--- config.mk ---
export PLATFORM = sky130hd
export DESIGN_NAME = shift_add_mult4
export DESIGN_NICKNAME = d
export VERILOG_FILES = /design/src/rtl/shift_add_mult4.sv
export SDC_FILE = /design/constraint.sdc
export NUM_CORES = 1
export LEC_CHECK = 0
export CORE_MARGIN = 10
export CORE_UTILIZATION = 40
export DETAILED_ROUTE_END_ITERATION = 10
export PLACE_DENSITY = 0.77
export SETUP_SLACK_MARGIN = 0.3
export SYNTH_ARGS = -nofsm -noshare
export SYNTH_HDL_FRONTEND = slang
export SYNTH_SLANG_ARGS = --single-unit
--- constraint.sdc ---
create_clock -name clk -period 2.17 [get_ports clk]
set_input_delay 0.3255 -clock clk [delete_from_list [all_inputs] [get_ports clk]]
set_output_delay 0.3255 -clock clk [all_outputs]
set_load 0.005 [all_outputs]
--- src/rtl/shift_add_mult4.sv ---
`default_nettype none
// ============================================================================
//  Module   : shift_add_mult4
//  Purpose  : Sequential shift-and-add unsigned multiplier. Forms one partial
//             product per clock using an external WIDTH-bit ripple adder and
//             delivers a 2*WIDTH-bit product together with a one-cycle done.
//  Ports    : clk, rst          - rising-edge clock, async active-high reset
//             start             - request, honoured only in IDLE or DONE
//             a_in, b_in        - multiplicand / multiplier, captured at start
//             add_a, add_b      - operands driven to the external adder
//             add_sum, add_cout - combinational result from that adder
//             product           - result, held until the next completion
//             busy, done        - state decodes (RUN / DONE)
//  Options  : MULT_ZERO_SKIP_EN - a zero operand at start jumps straight to
//             DONE with product 0, skipping the RUN phase.
//  Revision : 1.0 - initial release
// ============================================================================
module shift_add_mult4 #(
    parameter int WIDTH = 4
) (
    input  logic                 clk,
    input  logic                 rst,
    input  logic                 start,
    input  logic [WIDTH-1:0]     a_in,
    input  logic [WIDTH-1:0]     b_in,
    output logic [WIDTH-1:0]     add_a,
    output logic [WIDTH-1:0]     add_b,
    input  logic [WIDTH-1:0]     add_sum,
    input  logic                 add_cout,
    output logic [2*WIDTH-1:0]   product,
    output logic                 busy,
    output logic                 done
);

    localparam int CNT_W = $clog2(WIDTH) + 1;

    localparam logic [1:0] c_st_idle = 2'd0;
    localparam logic [1:0] c_st_run  = 2'd1;
    localparam logic [1:0] c_st_done = 2'd2;

    // Count value seen on the edge that performs the final RUN step.
    localparam logic [CNT_W-1:0] c_cnt_last = CNT_W'(WIDTH - 1);

    logic [1:0]         state_q,   state_d;
    logic [WIDTH-1:0]   acc_hi_q,  acc_hi_d;
    logic [WIDTH-1:0]   mplr_q,    mplr_d;
    logic [WIDTH-1:0]   mcand_q,   mcand_d;
    logic [CNT_W-1:0]   cnt_q,     cnt_d;
    logic [2*WIDTH-1:0] product_q, product_d;

    logic               w_accept;
    logic               w_zero_skip;
    logic               w_last_step;
    logic [2*WIDTH-1:0] w_step;

    // A new operation may begin from IDLE, or straight out of DONE so that
    // back-to-back multiplies lose no cycle.
    assign w_accept    = start && ((state_q == c_st_idle) || (state_q == c_st_done));
    assign w_last_step = (cnt_q == c_cnt_last);

`ifdef MULT_ZERO_SKIP_EN
    assign w_zero_skip = (a_in == '0) || (b_in == '0);
`else
    assign w_zero_skip = 1'b0;
`endif

    // One shift-add step: adder result (carry kept) becomes the new upper
    // half, and the consumed multiplier bit falls off the bottom.
    assign w_step = {add_cout, add_sum, mplr_q[WIDTH-1:1]};

    // ------------------------------------------------------------------
    // State and datapath registers
    // ------------------------------------------------------------------
    always_ff @(posedge clk or posedge rst) begin
        if (rst) begin
            state_q   <= c_st_idle;
            acc_hi_q  <= '0;
            mplr_q    <= '0;
            mcand_q   <= '0;
            cnt_q     <= '0;
            product_q <= '0;
        end else begin
            state_q   <= state_d;
            acc_hi_q  <= acc_hi_d;
            mplr_q    <= mplr_d;
            mcand_q   <= mcand_d;
            cnt_q     <= cnt_d;
            product_q <= product_d;
        end
    end

    // ------------------------------------------------------------------
    // Next-state logic
    // ------------------------------------------------------------------
    always_comb begin
        state_d = state_q;
        case (state_q)
            c_st_idle, c_st_done: begin
                if (w_accept) begin
                    state_d = w_zero_skip ? c_st_done : c_st_run;
                end else begin
                    state_d = c_st_idle;
                end
            end
            c_st_run: begin
                // start is deliberately not looked at here.
                if (w_last_step) begin
                    state_d = c_st_done;
                end
            end
            default: state_d = c_st_idle;
        endcase
    end

    // ------------------------------------------------------------------
    // Datapath next values
    // ------------------------------------------------------------------
    always_comb begin
        acc_hi_d  = acc_hi_q;
        mplr_d    = mplr_q;
        mcand_d   = mcand_q;
        cnt_d     = cnt_q;
        product_d = product_q;

        if (w_accept) begin
            mcand_d  = a_in;
            mplr_d   = b_in;
            acc_hi_d = '0;
            cnt_d    = '0;
            if (w_zero_skip) begin
                product_d = '0;
            end
        end else if (state_q == c_st_run) begin
            acc_hi_d = w_step[2*WIDTH-1:WIDTH];
            mplr_d   = w_step[WIDTH-1:0];
            cnt_d    = cnt_q + 1'b1;
            if (w_last_step) begin
                product_d = w_step;
            end
        end
    end

    // ------------------------------------------------------------------
    // Outputs: pure decodes of registered state, no glitch paths
    // ------------------------------------------------------------------
    always_comb begin
        add_a   = acc_hi_q;
        add_b   = mplr_q[0] ? mcand_q : '0;
        busy    = (state_q == c_st_run);
        done    = (state_q == c_st_done);
        product = product_q;
    end

endmodule
`default_nettype wire

# Word-level counts from Yosys, hierarchy flattened
# Index checks and enable logic that the tools add are counted.
[op_classes] add_sub_neg=1 n_eq_ne=4 n_mux=10 bitwise=1 reduce_logical=6
[op_table] cell="4-bit two-way mux" count=5
[op_table] cell="3-bit two-way mux" count=2
[op_table] cell="2-bit case mux with 2 select lines" count=1
[op_table] cell="3-bit by 1-bit adder with 3-bit output (second input constant)" count=1
[op_table] cell="3-bit by 2-bit == test with 1-bit output (second input constant)" count=1
[op_table] cell="3-bit AND reduction" count=1
[op_table] cell="2-bit by 1-bit == test with 1-bit output (second input constant)" count=1
[op_table] cell="2-bit == test (second input constant)" count=1
[op_table] cell="2-bit logical NOT" count=1
[op_table] cell="2-bit two-way mux" count=1
[op_table] cell="2-bit by 1-bit != test with 1-bit output (second input constant)" count=1
[op_table] cell="2-bit nonzero test" count=1
[op_table] cell="2-bit OR reduction" count=1
[op_table] cell="1-bit logical AND" count=1
[op_table] cell="1-bit logical OR" count=1
[op_table] cell="1-bit two-way mux" count=1
[op_table] cell="1-bit inverter" count=1
[totals] register_bits=25 in_bits=16 output_inout_bits=18 word_cells=28

# Longest topological paths before layout
[depth] word_depth=5 ltp_mapped=6 mapped_depth_nobuf=4

# Least setup slack after synthesis
# OpenSTA, ideal clock, no wires.
[synth_path] kind="register to register" startpoint="register cnt_q[0]" endpoint="register product_q[0] (netlist: product[0])" setup_ps=125 t_arrival_ps=1217 required_time_ps=2045 slack_ps=828 stages_incl_launch_ff=5 n_path_buf=0 synth_period_minus_slack_ps=1342 cell_sequence="dfrtp_1 > ha_1 > ha_1 > nand2_8 > mux2_4"
[synth_between] elab_chain_cells=2
[synth_rtl] item="start, declared" line_no="48" source="logic [CNT_W-1:0] cnt_q, cnt_d;"
[synth_rtl] item="start signal, assigned" line_no="87" source="cnt_q <= cnt_d;"
[synth_rtl] item="3-bit by 2-bit == test with 1-bit output" line_no="59" source="assign w_last_step = (cnt_q == c_cnt_last);"
[synth_rtl] item="3-bit AND reduction (no source line)"
[synth_rtl] item="end signal, assigned" line_no="88" source="product_q <= product_d;"
[synth_rtl] item="end, declared" line_no="49" source="logic [2*WIDTH-1:0] product_q, product_d;"
# Every way passes these cells.
# A chain may end at the register's enable or synchronous reset.

# Worst setup path in the final report
[layout_path] startpoint="register mplr_q[0]" endpoint="output port add_b[3]"
[layout_between] elab_chain_cells=1
[layout_rtl] item="start, declared" line_no="46" source="logic [WIDTH-1:0] mplr_q, mplr_d;"
[layout_rtl] item="start signal, assigned" line_no="85" source="mplr_q <= mplr_d;"
[layout_rtl] item="4-bit two-way mux" line_no="148" source="add_b = mplr_q[0] ? mcand_q : '0;"
[layout_rtl] item="end, declared" line_no="27" source="output logic [WIDTH-1:0] add_b,"
# Every way passes these cells.

==> impl_metrics.py <==
metrics = {
    "cts": {
        "clock-sinks": 25,
        "numCtsBuffers": 3,
        "cts-root-buf": "clkbuf_4",
        "tritoncts": "yes",
        "clk_path_buf_depth": 2,
        "clk_pin_slew_worst_paths_ns": 0.14,
        "htree_levels": 1,
        "clk_latency_ns": 0.33,
    },
    "die": {
        "core_area_sq_um": 2730,
        "ios": 34,
        "die_area_sq_um": 5390,
        "initial_core_util_pct": 41.8,
        "die_w_microns": 73.4,
        "row_count": 19,
        "die_y_microns": 73.4,
    },
    "drt": {
        "vias": 777,
        "drc": 0,
        "vias_per_cell": 5.15,
        "dr.pass1.iters": 4,
        "ant_nets": 0,
        "wl_per_cell_microns": 16.7,
        "drt_iter0_markers": 22,
        "wirelength_microns": 2520,
    },
    "critical_path": {
        "cp_top_family": "buffers and inverters",
        "cp_data_arrival_time_ns": 1.42,
        "critical-path-max-stage-delay_ns": 0.51,
        "critPathKind": "register to primary output",
        "slowest_stage": "clkdlybuf4s50_1",
        "crit_fanout": 5,
        "end_kind": "primary output",
        "crit_chain": "and2_1 -> clkdlybuf4s50_1",
        "crit_required_ns": 1.84,
        "path_buf_inv": 1,
        "cp-start-kind": "register",
    },
    "synthesis": {
        "ys_warn_count": 0,
        "mappedNetlistNets": 100,
        "synth_seq_cells": 25,
        "syn_inst": 82,
        "syn-cell-area_sq_um": 1140,
        "yosys.cell_types.count": 22,
        "avgSynthCellArea_sq_um": 13.9,
        "synth_seq_area_share_pct": 54.8,
    },
    "place": {
        "place_congestion": 0.687,
        "dp_slack_ns": 0.355,
        "placedCellCount": 143,
        "portBuffers": 33,
        "dp_hpwl_microns": 1870,
    },
    "cells_and_area": {
        "fill_cells": 250,
        "diodes": 0,
        "layout-drive-gt1-share_pct": 25.8,
        "layout_common_cells": "clkdlybuf4s50_1 (31), dfrtp_1 (23), mux2_4 (8)",
        "area_growth_pct": 35.4,
        "instances_no_fill": 151,
        "final_common_cell": "clkdlybuf4s50_1",
        "nNetsFinal": 139,
    },
    "timing": {
        "finalCritPeriodShare_pct": 80.3,
        "fmax_mhz": 574,
        "fin_hold_ws_ns": 0.333,
        "skew_ns": 0.00313,
        "fin_crit_ns": 1.74,
        "hold_viol_final": 0,
        "rsz0062_at_grt": "no",
        "setup_ws_ns": 0.428,
        "fin_tns_setup_ns": 0,
        "relSlewSlack_pct": 78.8,
        "setup_violations": 0,
        "tightest_slew_ns": 0.319,
        "final-max-slew-violation-count": 0,
    },
    "power_and_ir_drop": {
        "ir_worst_vdd_mv": 0.759,
        "p_switching_uw": 700,
        "power_switching_share_pct": 32.2,
        "power_frac_clock_pct": 10.1,
        "leakage_nw": 0.729,
        "cellInternalPower_mw": 1.47,
        "power_density_nw_per_um2": 1400,
        "comb_power_share_pct": 50.7,
        "total_power_mw": 2.17,
        "p_seq_share_pct": 39.2,
    },
    "grt": {
        "grt_pass1_wl_microns": 4200,
        "grt_pass1_vias": 877,
        "overflow": 0,
        "antenna_found_initial": 0,
        "gr-usage-all-layers_pct": 9.72,
        "grt_max_degree": 26,
    },
    "hold_path": {
        "hp-class": "primary input to async pin",
    },
    "status": {
        "status": "completed",
    },
    "flow_run": {
        "drv_cap": 0,
    },
}
## layout make-up
class                      count  area (sq um)  area share (%)
sequential                    25           628            40.6
multi-input combinational     46           445            28.8
timing repair buffer          38           373            24.1
tap                           31          38.8            2.51
inverter                       7          33.8            2.18
clock buffer                   3          22.5            1.46
clock inverter                 1          5.00           0.324
## power by group through the flow
stage               combinational [mW]  clock, mW  sequential (mW)
CTS                               1.10      0.221            0.868
global placement                  1.02          0            0.860
floorplan                        0.666          0            0.834
detailed placement                1.04          0            0.878
finish                            1.10      0.219            0.851
global route                      1.21      0.245            0.883
## through the flow
| step | instance area, sq um | utilization, % |
|---|---|---|
| after floorplan | 1140 | - |
| after global placement | 1470 | 53.9 |
| after detailed placement | 1470 | 53.9 |
| after CTS | 1530 | 56.1 |
| after global routing | 1550 | 56.6 |
| final | 1550 | 56.6 |
## worst paths after layout
kind / start / to / depth (start not counted) / slack [ns]
max in group asynchronous: rst / state_q[1] / 3 / 1.58
min in group clk: cnt_q[2] / cnt_q[2] / 1 / 0.52
hold / removal: rst / product[3] / 3 / 0.33
hold reg to reg: cnt_q[2] / cnt_q[2] / 1 / 0.52
setup reg to reg: cnt_q[0] / product[4] / 4 / 0.73
setup / recovery: mplr_q[0] / add_b[3] / 2 / 0.43
## kinds of logic after synthesis
logic type      Yosys count  share of synthesized area (%)
compound gates           16                           9.53
fa+ha+maj                 2                           2.19
buf+inv                  11                           6.90
flops                    25                           54.8
mux                      16                           18.3
simple gates             12                           8.32
## registers in the layout, summed over array words and instances, names as in the netlist
| register | cells |
|---|---|
| add_a | 4 |
| state_q | 2 |
| mplr_q | 4 |
| product | 8 |
| mcand_q | 4 |
| cnt_q | 3 |
## cell usage after synthesis
cell	count	area [sq um]
dfrtp_1	25	626
mux2_4	8	120
mux2_2	7	78.8
inv_1	6	22.5
a22o_1	5	43.8
a21oi_1	4	20.0
and2_1	4	25.0
buf_6	4	45.0
o22ai_1	3	18.8
ha_1	2	25.0
nor2b_1	2	12.5
o21ai_0	2	10.0
a211oi_1	1	7.51
and2_4	1	8.76
inv_8	1	11.3
mux2i_1	1	10.0
nand2_8	1	20.0
nand2b_1	1	6.26
nand2b_4	1	13.8
nand3_1	1	5.00
nor2_1	1	3.75
o2bb2ai_1	1	8.76
## layer usage
layer	vias up	part of all wire [%]	GRT usage [%]	wire length, microns
li1	358	-	-	-
met1	385	43	11.0	1070
met2	29	46	15.3	1160
met3	5	9.7	4.44	245
met4	0	1.7	4.35	42
met5	-	0	0	0
## worst reg2reg max path, cell delays in order (launching register included)
cell and delay, ns:
dfrtp_1 0.42, ha_1 0.21, ha_1 0.25, nand2_8 0.15, mux2_4 0.31
## what timing repair did
item	4_1_cts	5_1_grt
pin swaps	0	0
buffers inserted	3	1
hold buffers	0	0
resized for setup	4	2
endpoints found under the setup margin	1	2
No activity file was read; power rests on OpenSTA's default activity.
